<file path="src/rtl/or3_gate_bist_ctrl.sv">
// BIST sequencer for a triple 2-input OR package: walks 12 vectors,
// samples each gate output after a settle window and reports per-gate faults.
module or3_gate_bist_ctrl #(
   parameter int SETTLE_CYCLES = 2,
   parameter bit STOP_ON_FAIL  = 1'b0
) (
   input  logic       CLK,
   input  logic       RST,
   input  logic       START,
   input  logic       ABORT,
   input  logic       Y1,
   input  logic       Y2,
   input  logic       Y3,
   output logic       A1,
   output logic       B1,
   output logic       A2,
   output logic       B2,
   output logic       A3,
   output logic       B3,
   output logic       BUSY,
   output logic       DONE,
   output logic       PASS,
   output logic [2:0] FAIL_MASK,
   output logic [3:0] FIRST_FAIL
);

   typedef enum logic [1:0] {
      S_IDLE = 2'd0,
      S_RUN  = 2'd1,
      S_DONE = 2'd2
   } state_e;

   localparam logic [3:0] SETTLE   = 4'(SETTLE_CYCLES);
   localparam logic [3:0] LAST_IDX = 4'd11;
   localparam logic [3:0] NONE     = 4'hF;

   state_e     state_q, state_d;
   logic [3:0] idx_q, idx_d;
   logic [3:0] cnt_q, cnt_d;
   logic [2:0] mask_q, mask_d;
   logic [3:0] first_q, first_d;
   logic       pass_q, pass_d;

   logic       vec_a;
   logic       vec_b;
   logic       y_sel;
   logic       mismatch;
   logic [2:0] hit;
   logic [2:0] mask_new;

   // Pair order 11,01,10,00 falls straight out of the low index bits.
   always_comb begin
      vec_a = ~idx_q[0];
      vec_b = ~idx_q[1];
      y_sel = 1'b0;
      hit   = 3'b000;
      case (idx_q[3:2])
         2'd0:    y_sel = Y1;
         2'd1:    y_sel = Y2;
         2'd2:    y_sel = Y3;
         default: y_sel = 1'b0;
      endcase
      mismatch = (y_sel !== (vec_a | vec_b));
      if (mismatch) begin
         case (idx_q[3:2])
            2'd0:    hit = 3'b001;
            2'd1:    hit = 3'b010;
            2'd2:    hit = 3'b100;
            default: hit = 3'b000;
         endcase
      end
      mask_new = mask_q | hit;
   end

   always_ff @(posedge CLK or posedge RST) begin
      if (RST) begin
         state_q <= S_IDLE;
         idx_q   <= 4'd0;
         cnt_q   <= 4'd0;
         mask_q  <= 3'b000;
         first_q <= NONE;
         pass_q  <= 1'b0;
      end else begin
         state_q <= state_d;
         idx_q   <= idx_d;
         cnt_q   <= cnt_d;
         mask_q  <= mask_d;
         first_q <= first_d;
         pass_q  <= pass_d;
      end
   end

   always_comb begin
      state_d = state_q;
      idx_d   = idx_q;
      cnt_d   = cnt_q;
      mask_d  = mask_q;
      first_d = first_q;
      pass_d  = pass_q;
      case (state_q)
         S_IDLE, S_DONE: begin
            if (ABORT) begin
               state_d = S_IDLE;
               pass_d  = 1'b0;
            end else if (START) begin
               state_d = S_RUN;
               idx_d   = 4'd0;
               cnt_d   = 4'd0;
               mask_d  = 3'b000;
               first_d = NONE;
               pass_d  = 1'b0;
            end
         end
         S_RUN: begin
            if (ABORT) begin
               state_d = S_IDLE;
               pass_d  = 1'b0;
               cnt_d   = 4'd0;
               idx_d   = 4'd0;
            end else if (cnt_q == SETTLE) begin
               mask_d = mask_new;
               if (mismatch && first_q == NONE)
                  first_d = idx_q;
               cnt_d = 4'd0;
               if (idx_q == LAST_IDX || (STOP_ON_FAIL && mismatch)) begin
                  state_d = S_DONE;
                  pass_d  = (mask_new == 3'b000);
                  idx_d   = 4'd0;
               end else begin
                  idx_d = idx_q + 4'd1;
               end
            end else begin
               cnt_d = cnt_q + 4'd1;
            end
         end
         default: state_d = S_IDLE;
      endcase
   end

   // Only the gate under test sees stimulus; everything else parks at 0.
   always_comb begin
      A1 = 1'b0;
      B1 = 1'b0;
      A2 = 1'b0;
      B2 = 1'b0;
      A3 = 1'b0;
      B3 = 1'b0;
      if (state_q == S_RUN) begin
         case (idx_q[3:2])
            2'd0: begin
               A1 = vec_a;
               B1 = vec_b;
            end
            2'd1: begin
               A2 = vec_a;
               B2 = vec_b;
            end
            2'd2: begin
               A3 = vec_a;
               B3 = vec_b;
            end
            default: ;
         endcase
      end
      BUSY       = (state_q == S_RUN);
      DONE       = (state_q == S_DONE);
      PASS       = pass_q;
      FAIL_MASK  = mask_q;
      FIRST_FAIL = first_q;
   end

endmodule
</file>
<file path="config.mk">
export PLATFORM = sky130hd
export DESIGN_NAME = or3_gate_bist_ctrl
export DESIGN_NICKNAME = d
export VERILOG_FILES = /design/src/rtl/or3_gate_bist_ctrl.sv
export SDC_FILE = /design/constraint.sdc
export NUM_CORES = 1
export LEC_CHECK = 0
export BUFFER_PORTS_ARGS = -buffer_cell sky130_fd_sc_hd__buf_2
export CAP_MARGIN = 25
export CORE_MARGIN = 3
export CORE_UTILIZATION = 52
export CTS_CLUSTER_SIZE = 40
export DETAILED_ROUTE_END_ITERATION = 7
export PLACE_DENSITY = 0.77
export SLEW_MARGIN = 20
export SYNTH_ARGS = -nofsm -noshare
export SYNTH_HDL_FRONTEND = slang
export SYNTH_SLANG_ARGS = --single-unit
</file>
<file path="constraint.sdc">
create_clock -name CLK -period 2.2 [get_ports CLK]
set_clock_uncertainty 0.1 [all_clocks]
set_input_delay 0.33 -clock CLK [delete_from_list [all_inputs] [get_ports CLK]]
set_output_delay 0.33 -clock CLK [all_outputs]
set_load 0.01 [all_outputs]
</file>
After elaboration in Yosys (flattened, before gate mapping)
Index checks and enable logic that the tools add are counted.
- register bits after elaboration: 18
- input port bits: 7
- word-level logic and storage cells: 87
- $add $sub $neg: 2
- equal/unequal tests: 16
- multiplexer cells: 47
- bitwise operators: 4
- reduce and logical (&&, ||, !) cells: 12
- operator list (kind ; number):
    $mux 4 ; 12
    $pmux 4 s2 ; 3
    $mux 1 ; 17
    $mux 3 ; 5
    $mux 2 ; 5
    $pmux 3 s3 ; 1
    $add 4x1->4 const B ; 2
    $eq 4x4->1 const B ; 2
    $reduce_and 4->1 ; 2
    $ne 2x2->1 const B ; 3
    $ne 3x2->1 const B ; 2
    $pmux 3 s2 ; 1
    $reduce_and 3->1 ; 2
    $reduce_and 6->1 ; 1
    $reduce_and 5->1 ; 1
    $eq 2x1->1 const B ; 2
    $eq 2x2->1 const B ; 2
    $eq 4x2->1 const B ; 1
    $logic_not 2->1 ; 2
    $ne 2x1->1 const B ; 2
    $pmux 2 s2 ; 1
    $logic_not 3->1 ; 1
    $ne 3x3->1 const B ; 1
    $or 3x3->3 ; 1
    other kinds (8) ; 9

Logic depth before layout (Yosys ltp)
- depth in word-level cells: 10
- mapped depth: 6

Worst setup path before layout
Ideal clock, no wire load.
- kind: register to register
- start point: register cnt_q[0]
- end point: register idx_q[3]
- library setup time: 0.076 ns
- arrival: 1.623 ns
- slack: 0.401 ns
- cell stages (with the launch flop): 7
- buffers on the path: 0
- path through: dfrtp_1 inv_1 ha_1 nor3b_4 o22ai_4 or4_1 o21ai_1
- word-level cells in the longest chain between the ends: 3
- ends and longest elaborated chain (what ; RTL line ; text):
    start, declared ; 39 ; logic [3:0] cnt_q, cnt_d;
    start signal, assigned ; 86 ; cnt_q <= cnt_d;
    $eq 4x2->1 ; 120 ; end else if (cnt_q == SETTLE) begin
    $ne 3x2->1 (no line) ; - ;
    $reduce_and 4->1 (no line) ; - ;
    end signal, assigned ; 85 ; idx_q <= idx_d;
    end, declared ; 38 ; logic [3:0] idx_q, idx_d;
Every way passes these cells.
A chain may end at the register's enable or synchronous reset.

Final worst setup path
- start point: register cnt_q[0]
- end point: register first_q[2], in the netlist FIRST_FAIL[2]
- word-level cells in the longest chain between the ends: 3
- ends and longest elaborated chain (what ; RTL line ; text):
    $eq 4x2->1 ; 120 ;
    $ne 2x1->1 (no line) ; - ;
    $reduce_and 6->1 (no line) ; - ;
    end signal, assigned ; 88 ; first_q <= first_d;
    end, declared ; 41 ; logic [3:0] first_q, first_d;
Every way passes these cells.

==> metrics.json <==
{
  "max_freq": {"value": 508, "unit": "MHz"},
  "io_buffer_count": {"value": 22},
  "grt_setup_unrepaired": {"value": "no"},
  "initial_utilization": {"value": 0.581},
  "clock_insertion_delay_worst_skew": {"value": 0.30, "unit": "ns"},
  "die_area": {"value": 2610, "unit": "um^2"},
  "crit_path_max_incr_delay": {"value": 0.43, "unit": "ns"},
  "ir_worst_vdd": {"value": 0.800, "unit": "mV"},
  "ys_ff_latch": {"value": 18},
  "globalRouteTotalUtil": {"value": 0.221},
  "ctsHtreeMaxLevel": {"value": 1},
  "antenna_found_initial": {"value": 0},
  "layout_area_growth_over_synthesis": {"value": 16.3, "unit": "%"},
  "die_y": {"value": 51.1, "unit": "um"},
  "detailedPlacementHpwl": {"value": 1750, "unit": "um"},
  "critical-path-slowest-cell": {"value": "sky130_fd_sc_hd__dfrtp_1"},
  "timing.critical_path.from": {"value": "cnt_q[0]"},
  "grt_first_pass_wirelength": {"value": 4220, "unit": "um"},
  "die_width": {"value": 51.1, "unit": "um"},
  "cts_setup_buffers": {"value": 0},
  "reg2reg_to": {"value": "FIRST_FAIL[2]"},
  "fp-row-count": {"value": 15},
  "cts.clk_slew.worst_paths": {"value": 0.11, "unit": "ns"},
  "worstPathCellList": {"value": "inv_1, ha_1, nor3b_4, nand2_2, or2_4, o32a_1"},
  "io_pins": {"value": 23},
  "coreArea": {"value": 1820, "unit": "um^2"},
  "largest_net_degree_at_the_start_of_global_routing": {"value": 19},
  "drive_above_1_share": {"value": 0.333},
  "synth_area_per_cell": {"value": 9.88, "unit": "um^2"},
  "max-cap-violations": {"value": 0},
  "synth-main-ff-cell": {"value": "sky130_fd_sc_hd__dfrtp_1"},
  "starting_drc_count_in_detailed_routing": {"value": 16},
  "post_layout_nets": {"value": 143},
  "ys_async_sr_fraction": {"value": 1.00},
  "yosysUniqueCellTypes": {"value": 41},
  "cts.repair.resized": {"value": 0},
  "tritoncts_sinks": {"value": 18},
  "ant_nets": {"value": 0},
  "routed_via_density": {"value": 5.66},
  "ys_top_cells_by_area": {"value": "sky130_fd_sc_hd__dfrtp_1, sky130_fd_sc_hd__dfstp_2, sky130_fd_sc_hd__nand2_1, sky130_fd_sc_hd__o21ai_0, sky130_fd_sc_hd__o32a_1"},
  "path_delay_family": {"value": "simple AND/OR/NAND/NOR gates"},
  "crit_type": {"value": "reg2reg"},
  "outcome": {"value": "finished, final reports clean"},
  "synth_commonest_cells": {"value": "sky130_fd_sc_hd__dfrtp_1, sky130_fd_sc_hd__nand2_1, sky130_fd_sc_hd__o21ai_0"},
  "drtPass1Iterations": {"value": 4},
  "ctsLongestPathBuffers": {"value": 2},
  "finalWirelength": {"value": 2450, "unit": "um"},
  "slew-limit-headroom": {"value": 0.540},
  "worstRegToRegCells": {"value": 6},
  "synthMostInstantiatedCell": {"value": "sky130_fd_sc_hd__dfrtp_1"},
  "r2r-start": {"value": "cnt_q[0]"},
  "max_slew_violation_total_from_the_final_report": {"value": 0},
  "final_min_period_over_clock_period": {"value": 0.894},
  "synthesis.instances": {"value": 107},
  "yosys.area.top_type": {"value": "sky130_fd_sc_hd__dfrtp_1"},
  "grt_pass1_vias": {"value": 885},
  "number_of_cts_inserted_buffers": {"value": 3},
  "tns": {"value": 0, "unit": "ns"},
  "detailroute.via_count": {"value": 889},
  "rrSetupSlack": {"value": 0.23, "unit": "ns"},
  "leakage": {"value": 0.563, "unit": "nW"},
  "timing_hold_violations_final": {"value": 0},
  "power_density": {"value": 994, "unit": "nW/um^2"},
  "detail_route.drc_violations": {"value": 0},
  "synth_nets": {"value": 117},
  "timing_worst_slew_pin_value": {"value": 0.689, "unit": "ns"},
  "final-setup-viol-count": {"value": 0},
  "routabilityCongestion": {"value": 0.837},
  "syn_area": {"value": 1060, "unit": "um^2"},
  "critical_path_cell_count": {"value": 6},
  "final_cell_area": {"value": 1230, "unit": "um^2"},
  "antennaDiodeCount": {"value": 0},
  "gr-total-overflow": {"value": 0},
  "critical_path_peak_fanout": {"value": 8},
  "timing.critical_path.to": {"value": "FIRST_FAIL[2]"},
  "synth_edf_count": {"value": 0},
  "placement.cell_area": {"value": 1190, "unit": "um^2"},
  "finalCriticalPeriod": {"value": 1.97, "unit": "ns"},
  "worstPathArrival": {"value": 2.11, "unit": "ns"},
  "crit_path_end_kind": {"value": "flip-flop"},
  "hold_path.class": {"value": "in2async"},
  "ctsHoldBuffers": {"value": 0},
  "cell_at_the_root_of_the_clock_tree": {"value": "sky130_fd_sc_hd__clkbuf_4"},
  "setup.worst_path.start_class": {"value": "flip-flop"},
  "worst_ep_required_time": {"value": 2.34, "unit": "ns"},
  "synth_warnings": {"value": 0},
  "synth_seq_area_share": {"value": 0.431},
  "average_wire_length_per_cell_after_detail_routing": {"value": 15.6, "unit": "um"},
  "cp.buffers_inverters": {"value": 1},
  "tritoncts": {"value": "built"},
  "synth_top_area_share": {"value": 0.331}
}
layout make-up:
type                       instances  area (um^2)
sequential                        18          455
fill                             153          591
timing repair buffer              25          133
inverter                           6         22.5
tap                               25         31.3
multi-input combinational         79          552
clock buffer                       4         36.3
layer usage:
layer  vias to the layer above  global-route usage  wire [um]
met5                         -                   0          0
met4                         0               0.108         41
met3                         5              0.0466        115
met2                        26               0.330       1150
met1                       411               0.302       1140
li1                        447                   -          -
worst register-to-register path, cell delays in order (launching register included):
cell	delay [ns]
sky130_fd_sc_hd__dfrtp_1	0.43
sky130_fd_sc_hd__inv_1	0.08
sky130_fd_sc_hd__ha_1	0.17
sky130_fd_sc_hd__nor3b_4	0.40
sky130_fd_sc_hd__nand2_2	0.13
sky130_fd_sc_hd__or2_4	0.29
sky130_fd_sc_hd__o32a_1	0.30
kinds of logic (layout without fill, tap and decap cells):
group                      after synthesis  in the layout  synth area share
buffers and inverters                   10             35            0.0473
xor gates and xnor gates                 3              3            0.0249
and+or+nand+nor                         45             45             0.262
adders and majority gates                3              3            0.0355
muxes                                    1              1           0.00947
AOI/OAI and AO/OA                       27             27             0.191
DFF                                     18             18             0.431
registers in the layout (all words and copies together), names as in the netlist:
| signal | cells |
|---|---|
| state_q | 2 |
| FIRST_FAIL | 4 |
| idx_q | 4 |
| PASS | 1 |
| cnt_q | 4 |
| FAIL_MASK | 3 |
worst min path at each step:
stage	from	to	cells after the start
detailed placement	RST	FAIL_MASK[2]	2
finish	RST	cnt_q[1]	2
floorplan	RST	FAIL_MASK[0]	1
global route	RST	cnt_q[0]	2
global placement	RST	FAIL_MASK[2]	2
CTS	RST	FAIL_MASK[2]	2
placed cells by master, fill, tap and decap left out, types with 2 or more instances in the layout:
cell type	Yosys	layout
sky130_fd_sc_hd__ha_1	3	3
sky130_fd_sc_hd__inv_1	5	5
sky130_fd_sc_hd__nor3b_4	2	2
sky130_fd_sc_hd__nand3_1	3	3
sky130_fd_sc_hd__and2b_2	2	2
sky130_fd_sc_hd__o32a_1	4	4
sky130_fd_sc_hd__nor3_1	6	6
sky130_fd_sc_hd__dfstp_2	4	4
sky130_fd_sc_hd__o21ai_0	8	8
sky130_fd_sc_hd__nor2_1	6	6
sky130_fd_sc_hd__or4_1	2	2
sky130_fd_sc_hd__o31ai_1	2	2
sky130_fd_sc_hd__dfrtp_1	14	14
sky130_fd_sc_hd__o32ai_1	2	2
sky130_fd_sc_hd__nand4_1	2	2
sky130_fd_sc_hd__nand2_1	11	11
sky130_fd_sc_hd__clkbuf_4	0	3
sky130_fd_sc_hd__buf_4	1	3
sky130_fd_sc_hd__nand2b_1	2	2
sky130_fd_sc_hd__nor4_1	2	2
sky130_fd_sc_hd__buf_2	1	22
sky130_fd_sc_hd__xor2_1	2	2
sky130_fd_sc_hd__a21oi_1	4	4
report_power, final:
part	total (mW)	switching (mW)	internal [mW]	leakage [nW]
Combinational	0.484	0.272	0.212	0.309
Sequential	0.527	0.104	0.423	0.233
Clock	0.212	0.111	0.101	0.0210
through the flow:
step | std cells | setup WS (ns) | util | power, mW | hold WS (ns)
floorplan | 107 | 0.401 | - | 0.860 | 0.166
global placement | 153 | 0.332 | 0.656 | 0.984 | 0.352
detailed placement | 153 | 0.267 | 0.656 | 1.01 | 0.368
CTS | 157 | 0.243 | 0.676 | 1.23 | 0.0306
global route | 157 | 0.108 | 0.676 | 1.31 | 0.0588
finish | 157 | 0.233 | 0.676 | 1.22 | 0.0142
Power figures use the tool's default switching activity.
